File: src/rtl/picorv_mem_pkg.sv
// Shared types for the PicoRV32 / vector coprocessor memory arbiter.
// Optional vector burst mode is enabled with MEM_ARB_VEC_BURST_EN.
package picorv_mem_pkg;

    typedef enum logic [1:0] {
        ST_IDLE     = 2'd0,
        ST_CPU_BUSY = 2'd1,
        ST_VEC_BUSY = 2'd2
    } arb_state_e;

    typedef enum logic {
        GNT_CPU = 1'b0,
        GNT_VEC = 1'b1
    } gnt_id_e;

    typedef struct packed {
        logic        instr;
        logic [31:0] addr;
        logic [31:0] wdata;
        logic [3:0]  wstrb;
    } mem_req_t;

endpackage

File: src/rtl/picorv_rr_grant.sv
// Grant decision for the arbiter: round-robin on ties, plus the vector
// burst allowance and its counter when MEM_ARB_VEC_BURST_EN is defined.
module picorv_rr_grant
    import picorv_mem_pkg::*;
(
`ifdef MEM_ARB_VEC_BURST_EN
    input  logic       clk,
    input  logic       reset,
    input  logic [3:0] burst_max_i,
    input  logic       vec_done_i,
`endif
    input  logic       idle_i,
    input  logic       cpu_valid_i,
    input  logic       vec_valid_i,
    input  gnt_id_e    last_grant_i,
    output logic [1:0] gnt_o
);

    logic vec_tie_win;

`ifdef MEM_ARB_VEC_BURST_EN
    logic [3:0] burst_cnt_q, burst_cnt_d;
    logic       vec_done_q;

    // Vector keeps the bus only in the IDLE cycle right after its own
    // completion, and only while its allowance is not used up.
    assign vec_tie_win = (last_grant_i == GNT_CPU) ||
                         (vec_done_q && (burst_cnt_q < burst_max_i));

    always_comb begin
        burst_cnt_d = burst_cnt_q;
        if (idle_i) begin
            if (gnt_o[GNT_CPU]) begin
                burst_cnt_d = '0;
            end else if (gnt_o[GNT_VEC]) begin
                if (cpu_valid_i && (burst_cnt_q != 4'hf)) begin
                    burst_cnt_d = burst_cnt_q + 4'd1;
                end
            end else if (!vec_valid_i) begin
                burst_cnt_d = '0;
            end
        end
    end

    always_ff @(posedge clk or posedge reset) begin
        if (reset) begin
            burst_cnt_q <= '0;
            vec_done_q  <= 1'b0;
        end else begin
            burst_cnt_q <= burst_cnt_d;
            vec_done_q  <= vec_done_i;
        end
    end
`else
    assign vec_tie_win = (last_grant_i == GNT_CPU);
`endif

    always_comb begin
        gnt_o = '0;
        if (idle_i) begin
            if (cpu_valid_i && vec_valid_i) begin
                gnt_o = vec_tie_win ? 2'b10 : 2'b01;
            end else if (cpu_valid_i) begin
                gnt_o = 2'b01;
            end else if (vec_valid_i) begin
                gnt_o = 2'b10;
            end
        end
    end

endmodule

File: src/rtl/picorv_mem_arbiter.sv
// Shares one memory port between the PicoRV32 core and the vector unit.
// Define MEM_ARB_VEC_BURST_EN to let the vector unit hold consecutive grants.
module picorv_mem_arbiter
    import picorv_mem_pkg::*;
#(
    parameter int VEC_BURST_MAX = 4
) (
    input  logic        clk,
    input  logic        reset,

    input  logic        cpu_mem_valid,
    input  logic        cpu_mem_instr,
    input  logic [31:0] cpu_mem_addr,
    input  logic [31:0] cpu_mem_wdata,
    input  logic [3:0]  cpu_mem_wstrb,
    output logic        cpu_mem_ready,
    output logic [31:0] cpu_mem_rdata,

    input  logic        vec_mem_valid,
    input  logic [31:0] vec_mem_addr,
    input  logic [31:0] vec_mem_wdata,
    input  logic [3:0]  vec_mem_wstrb,
    output logic        vec_mem_ready,
    output logic [31:0] vec_mem_rdata,

    output logic        m_valid,
    output logic        m_instr,
    output logic [31:0] m_addr,
    output logic [31:0] m_wdata,
    output logic [3:0]  m_wstrb,
    input  logic        m_ready,
    input  logic [31:0] m_rdata
);

    arb_state_e state_q, state_d;
    gnt_id_e    last_grant_q, last_grant_d;
    logic       m_valid_q, m_valid_d;
    mem_req_t   req_q, req_d;
    logic [1:0] gnt;
    logic       idle;

    if (VEC_BURST_MAX < 1 || VEC_BURST_MAX > 15) begin : g_bad_burst_max
        $error("picorv_mem_arbiter: VEC_BURST_MAX must be 1..15");
    end

    assign idle = (state_q == ST_IDLE);

`ifdef MEM_ARB_VEC_BURST_EN
    localparam logic [3:0] BURST_MAX = 4'(VEC_BURST_MAX);
    logic vec_done;

    assign vec_done = (state_q == ST_VEC_BUSY) && m_ready;
`endif

    picorv_rr_grant u_grant (
`ifdef MEM_ARB_VEC_BURST_EN
        .clk          (clk),
        .reset        (reset),
        .burst_max_i  (BURST_MAX),
        .vec_done_i   (vec_done),
`endif
        .idle_i       (idle),
        .cpu_valid_i  (cpu_mem_valid),
        .vec_valid_i  (vec_mem_valid),
        .last_grant_i (last_grant_q),
        .gnt_o        (gnt)
    );

    always_comb begin
        state_d      = state_q;
        last_grant_d = last_grant_q;
        m_valid_d    = m_valid_q;
        req_d        = req_q;
        unique case (state_q)
            ST_IDLE: begin
                if (gnt[GNT_CPU]) begin
                    state_d      = ST_CPU_BUSY;
                    last_grant_d = GNT_CPU;
                    m_valid_d    = 1'b1;
                    req_d.instr  = cpu_mem_instr;
                    req_d.addr   = cpu_mem_addr;
                    req_d.wdata  = cpu_mem_wdata;
                    req_d.wstrb  = cpu_mem_wstrb;
                end else if (gnt[GNT_VEC]) begin
                    state_d      = ST_VEC_BUSY;
                    last_grant_d = GNT_VEC;
                    m_valid_d    = 1'b1;
                    req_d.instr  = 1'b0;
                    req_d.addr   = vec_mem_addr;
                    req_d.wdata  = vec_mem_wdata;
                    req_d.wstrb  = vec_mem_wstrb;
                end
            end
            ST_CPU_BUSY, ST_VEC_BUSY: begin
                if (m_ready) begin
                    state_d   = ST_IDLE;
                    m_valid_d = 1'b0;
                end
            end
            default: begin
                state_d   = ST_IDLE;
                m_valid_d = 1'b0;
            end
        endcase
    end

    always_ff @(posedge clk or posedge reset) begin
        if (reset) begin
            state_q      <= ST_IDLE;
            last_grant_q <= GNT_VEC;
            m_valid_q    <= 1'b0;
            req_q        <= '0;
        end else begin
            state_q      <= state_d;
            last_grant_q <= last_grant_d;
            m_valid_q    <= m_valid_d;
            req_q        <= req_d;
        end
    end

    assign m_valid = m_valid_q;
    assign m_instr = req_q.instr;
    assign m_addr  = req_q.addr;
    assign m_wdata = req_q.wdata;
    assign m_wstrb = req_q.wstrb;

    assign cpu_mem_ready = m_ready && (state_q == ST_CPU_BUSY);
    assign vec_mem_ready = m_ready && (state_q == ST_VEC_BUSY);
    assign cpu_mem_rdata = m_rdata;
    assign vec_mem_rdata = m_rdata;

endmodule
File: config.mk
export PLATFORM = sky130hd
export DESIGN_NAME = picorv_mem_arbiter
export DESIGN_NICKNAME = d
export VERILOG_FILES = /design/src/rtl/picorv_mem_pkg.sv /design/src/rtl/picorv_rr_grant.sv /design/src/rtl/picorv_mem_arbiter.sv
export SDC_FILE = /design/constraint.sdc
export NUM_CORES = 1
export LEC_CHECK = 0
export ABC_AREA = 1
export BUFFER_PORTS_ARGS = -buffer_cell sky130_fd_sc_hd__buf_2
export CAP_MARGIN = 20
export CELL_PAD_IN_SITES_DETAIL_PLACEMENT = 1
export CELL_PAD_IN_SITES_GLOBAL_PLACEMENT = 1
export CORE_MARGIN = 5
export CORE_UTILIZATION = 25
export CTS_CLUSTER_SIZE = 12
export DETAILED_ROUTE_END_ITERATION = 6
export PLACE_DENSITY = 0.77
export RECOVER_POWER = 100
export REMOVE_ABC_BUFFERS = 1
export SYNTH_ARGS = -nofsm -noshare
export SYNTH_HDL_FRONTEND = slang
export SYNTH_SLANG_ARGS = --single-unit
File: constraint.sdc
create_clock -name clk -period 2.2 [get_ports clk]
set_clock_uncertainty 0.2 [all_clocks]
set_input_delay 0.33 -clock clk [delete_from_list [all_inputs] [get_ports clk]]
set_output_delay 0.33 -clock clk [all_outputs]
set_load 0.05 [all_outputs]
==> impl_metrics.py <==
metrics = {
    "status": {
        "outcome": "complete, no violations",
    },
    "sta": {
        "grt_setup_unrepaired": "no",
        "final_critical_path_required_period_ns": 2.041,
        "max_clock_freq_mhz": 490.0,
        "slew_viol_final": 0,
        "max_slew.worst_pin.slew_ns": 0.7139,
        "setup_viol": 0,
        "final_min_period_over_clock_period_pct": 92.77,
        "final-hold-violation-count": 0,
        "worst_slew_margin_rel_pct": 52.61,
    },
    "finish": {
        "register_area_um2": 1828,
        "insertedDiodeCount": 0,
        "fraction_of_final_layout_cells_with_drive_strength_greater_than_1_pct": 20.82,
        "area_occupied_by_multi_input_gates_um2": 1719,
        "finish.utilization_pct": 30.73,
        "area_growth_pct": 20.84,
        "nFillCells": 2455,
        "design.final.nets": 1008,
    },
    "drt": {
        "first_pass_iters": 4,
        "routed_wl_um": 19410,
        "via_cell_ratio": 4.609,
        "drcViolationCount": 0,
        "antenna_left": 0,
        "routed_wire_length_per_instance_um": 18.22,
        "routed_vias": 4909,
        "drtIter0Drc": 187,
    },
    "global_routing": {
        "grt_antenna_before_repair": 0,
        "grt.met2_usage_pct": 24.57,
        "grt_overflow": 0,
        "grt_max_degree": 70,
        "via_count_of_the_first_global_routing_pass": 5050,
        "grt_usage_pct": 17.06,
        "grtUsageMet1_pct": 21.41,
        "grt_first_pass_wirelength_um": 29080,
        "global_route.peak_usage_layer": "met2",
        "globalRouteMet3Util_pct": 9.263,
    },
    "floorplanning": {
        "dieArea_um2": 21950,
        "num_rows": 50,
        "die_height_um": 148.2,
        "start_util_pct": 25.43,
        "core-area_um2": 18770,
        "die_w_um": 148.2,
        "top_level_ports": 310,
    },
    "worst_setup_path": {
        "slowest_stage": "dfrtp_1",
        "crit_required_ns": 2.22,
        "cp_slowest_stage_delay_ns": 0.39,
        "critPathLaunchType": "flip-flop",
        "worst-setup-path-type": "flip-flop to flip-flop",
        "worstPathCellList": "inv_1 > ha_2 > nand3_4 > nand2_2 > inv_1 > buf_4 > nand2_1 > nand2_1",
        "worst-path-max-fanout": 43,
        "crit_path_dat_ns": 2.06,
        "cp-end-kind": "flip-flop",
    },
    "placed_design": {
        "port-buffer-count": 213,
        "globalplace.congestion": 0.7946,
        "post-dp-hpwl_um": 14720,
    },
    "yosys": {
        "yosys.cell_types.count": 17,
        "synthMostInstantiatedCell": "nand2_1",
        "proportion_of_netlist_area_held_by_the_largest_area_contributor_pct": 37.76,
        "synthesis.instances": 698,
        "synth-seq-area-share_pct": 38.31,
        "post_synth_top_area_cell": "dfrtp_1",
        "synth_async_sr_flop_share_pct": 100.0,
        "synth_seq_cells": 73,
        "dominantRegCellSynth": "dfrtp_1",
        "avgSynthCellArea_um2": 6.837,
        "synth.cells.most_frequent": "nand2_1 (220), inv_1 (144), nand3_1 (74)",
        "number_of_enable_type_register_cells_in_the_synthesized_netlist": 0,
        "synthesized_cell_area_um2": 4772,
        "synth_area_leaders": "dfrtp_1 (38%), nand2_1 (17%), inv_1 (11%), buf_4 (11%), nand4_1 (9.0%)",
        "synth.yosys.warnings": 0,
    },
    "clock_tree": {
        "root_buffer": "clkbuf_16",
        "number_of_buffers_created_by_cts": 9,
        "post_cts_resize_count": 0,
        "clock_insertion_delay_worst_skew_ns": 0.34,
        "cts.path.max_buffers": 2,
        "cts_tree": "built",
        "clkTransAtPathRegs_ns": 0.06,
        "total_number_of_clock_tree_sinks": 73,
        "ctsHtreeMaxLevel": 3,
    },
    "power": {
        "powerDensity_nw_per_um2": 1675,
        "power_leakage_nw": 3.484,
        "finalPower_mw": 9.661,
        "worst_ir_drop_vdd_mv": 0.8151,
    },
    "worst_hold_path": {
        "hold_path_class": "input port to flip-flop",
    },
    "run": {
        "max_cap_violations": 0,
    },
}
## logic make-up after synthesis
group	after synthesis	share of synthesized area [%]
compound gates	1	0.1048
fa+ha+maj	4	1.049
buf+inv	253	25.88
flops	73	38.31
simple gates	367	34.66
## flip-flops by register name, indices dropped and copies added (netlist names)
name and count:
m_valid 1, m_wdata 32, state_q 2, m_wstrb 4, last_grant_q 1, m_instr 1, m_addr 32
## placed cells by master (no fill, tap or decap)
master         synthesis  routed
buf_4                 69       8
buf_12                 0       2
clkbuf_4               0       3
nand4_1               69      69
dfrtp_1               72      72
ha_1                   4       3
dlygate4sd3_1          0       2
clkbuf_2               0       2
clkbuf_1              17      72
nand3_4                0       1
dfstp_2                1       1
buf_2                 15     140
nor2_1                 1       1
ha_2                   0       1
clkinv_2               0       2
nand2_2                2       2
inv_1                144     144
clkbuf_16              0       9
clkbuf_8               0       2
nand2_1              220     220
nand3_1               74      74
a21oi_1                1       1
## metal layers
| layer | up-vias | wire length, um | part of all wire (%) |
|---|---|---|---|
| li1 | 2335 | - | - |
| met1 | 2301 | 8463 | 44 |
| met2 | 243 | 8179 | 42 |
| met3 | 26 | 2277 | 12 |
| met4 | 4 | 340 | 1.8 |
| met5 | - | 146 | 0.75 |
## worst max-delay path, delay by kind of cell, from the launching register on
kind	cells	cell delay, ns
flip-flops	1	0.39
buffers and inverters	3	0.48
adder cells (fa/ha/maj)	1	0.25
AND/OR/NAND/NOR	4	0.58
## final cells by class
| type | instances | share of cell area [%] |
|---|---|---|
| Timing Repair Buffer | 229 | 19.48 |
| Clock buffer | 11 | 4.383 |
| Multi-Input combinational cell | 372 | 29.81 |
| Inverter | 145 | 9.460 |
| Tap cell | 234 | 5.077 |
| Clock inverter | 1 | 0.08679 |
| Sequential cell | 73 | 31.70 |
## power by group
group,total [mW],internal [mW],switching [mW]
combinational,5.88,1.20,4.68
sequential,2.45,2.05,0.402
clock,1.33,0.797,0.529
## path summary, 6_finish.rpt
| kind | startpoint | end | slack, ns | cells past startpoint |
|---|---|---|---|---|
| hold / removal | vec_mem_wdata[14] | m_wdata[14]$_DFFE_PP0P_ | 0.10 | 5 |
| hold reg to reg | m_wdata[16]$_DFFE_PP0P_ | m_wdata[16]$_DFFE_PP0P_ | 0.28 | 2 |
| max in group asynchronous | reset | m_wdata[20]$_DFFE_PP0P_ | 0.38 | 4 |
| setup / recovery | state_q[1]$_DFFE_PP0P_ | m_addr[7]$_DFFE_PP0P_ | 0.16 | 8 |
| setup reg to reg | state_q[1]$_DFFE_PP0P_ | m_addr[7]$_DFFE_PP0P_ | 0.16 | 8 |
| min in group asynchronous | reset | m_addr[17]$_DFFE_PP0P_ | 0.38 | 3 |
## metrics by stage
| stage | setup WS, ns | area, um^2 | hold WS (ns) | instances | TNS [ns] |
|---|---|---|---|---|---|
| floorplan | -2.907 | 4081 | 0.2479 | 590 | -215.73 |
| global placement | 0.2797 | 5607 | 0.2120 | 1051 | 0 |
| detailed placement | 0.1384 | 5607 | 0.2283 | 1051 | 0 |
| CTS | 0.1125 | 5884 | 0.08790 | 1065 | 0 |
| global route | 0.008530 | 5767 | 0.1156 | 1065 | 0 |
| finish | 0.1590 | 5767 | 0.1013 | 1065 | 0 |
## repair_timing
action                                 4_1_cts  5_1_grt
setup buffers                                0        0
endpoints found under the hold margin       28        0
hold buffers                                 2        0
Power figures use the tool's default switching activity.
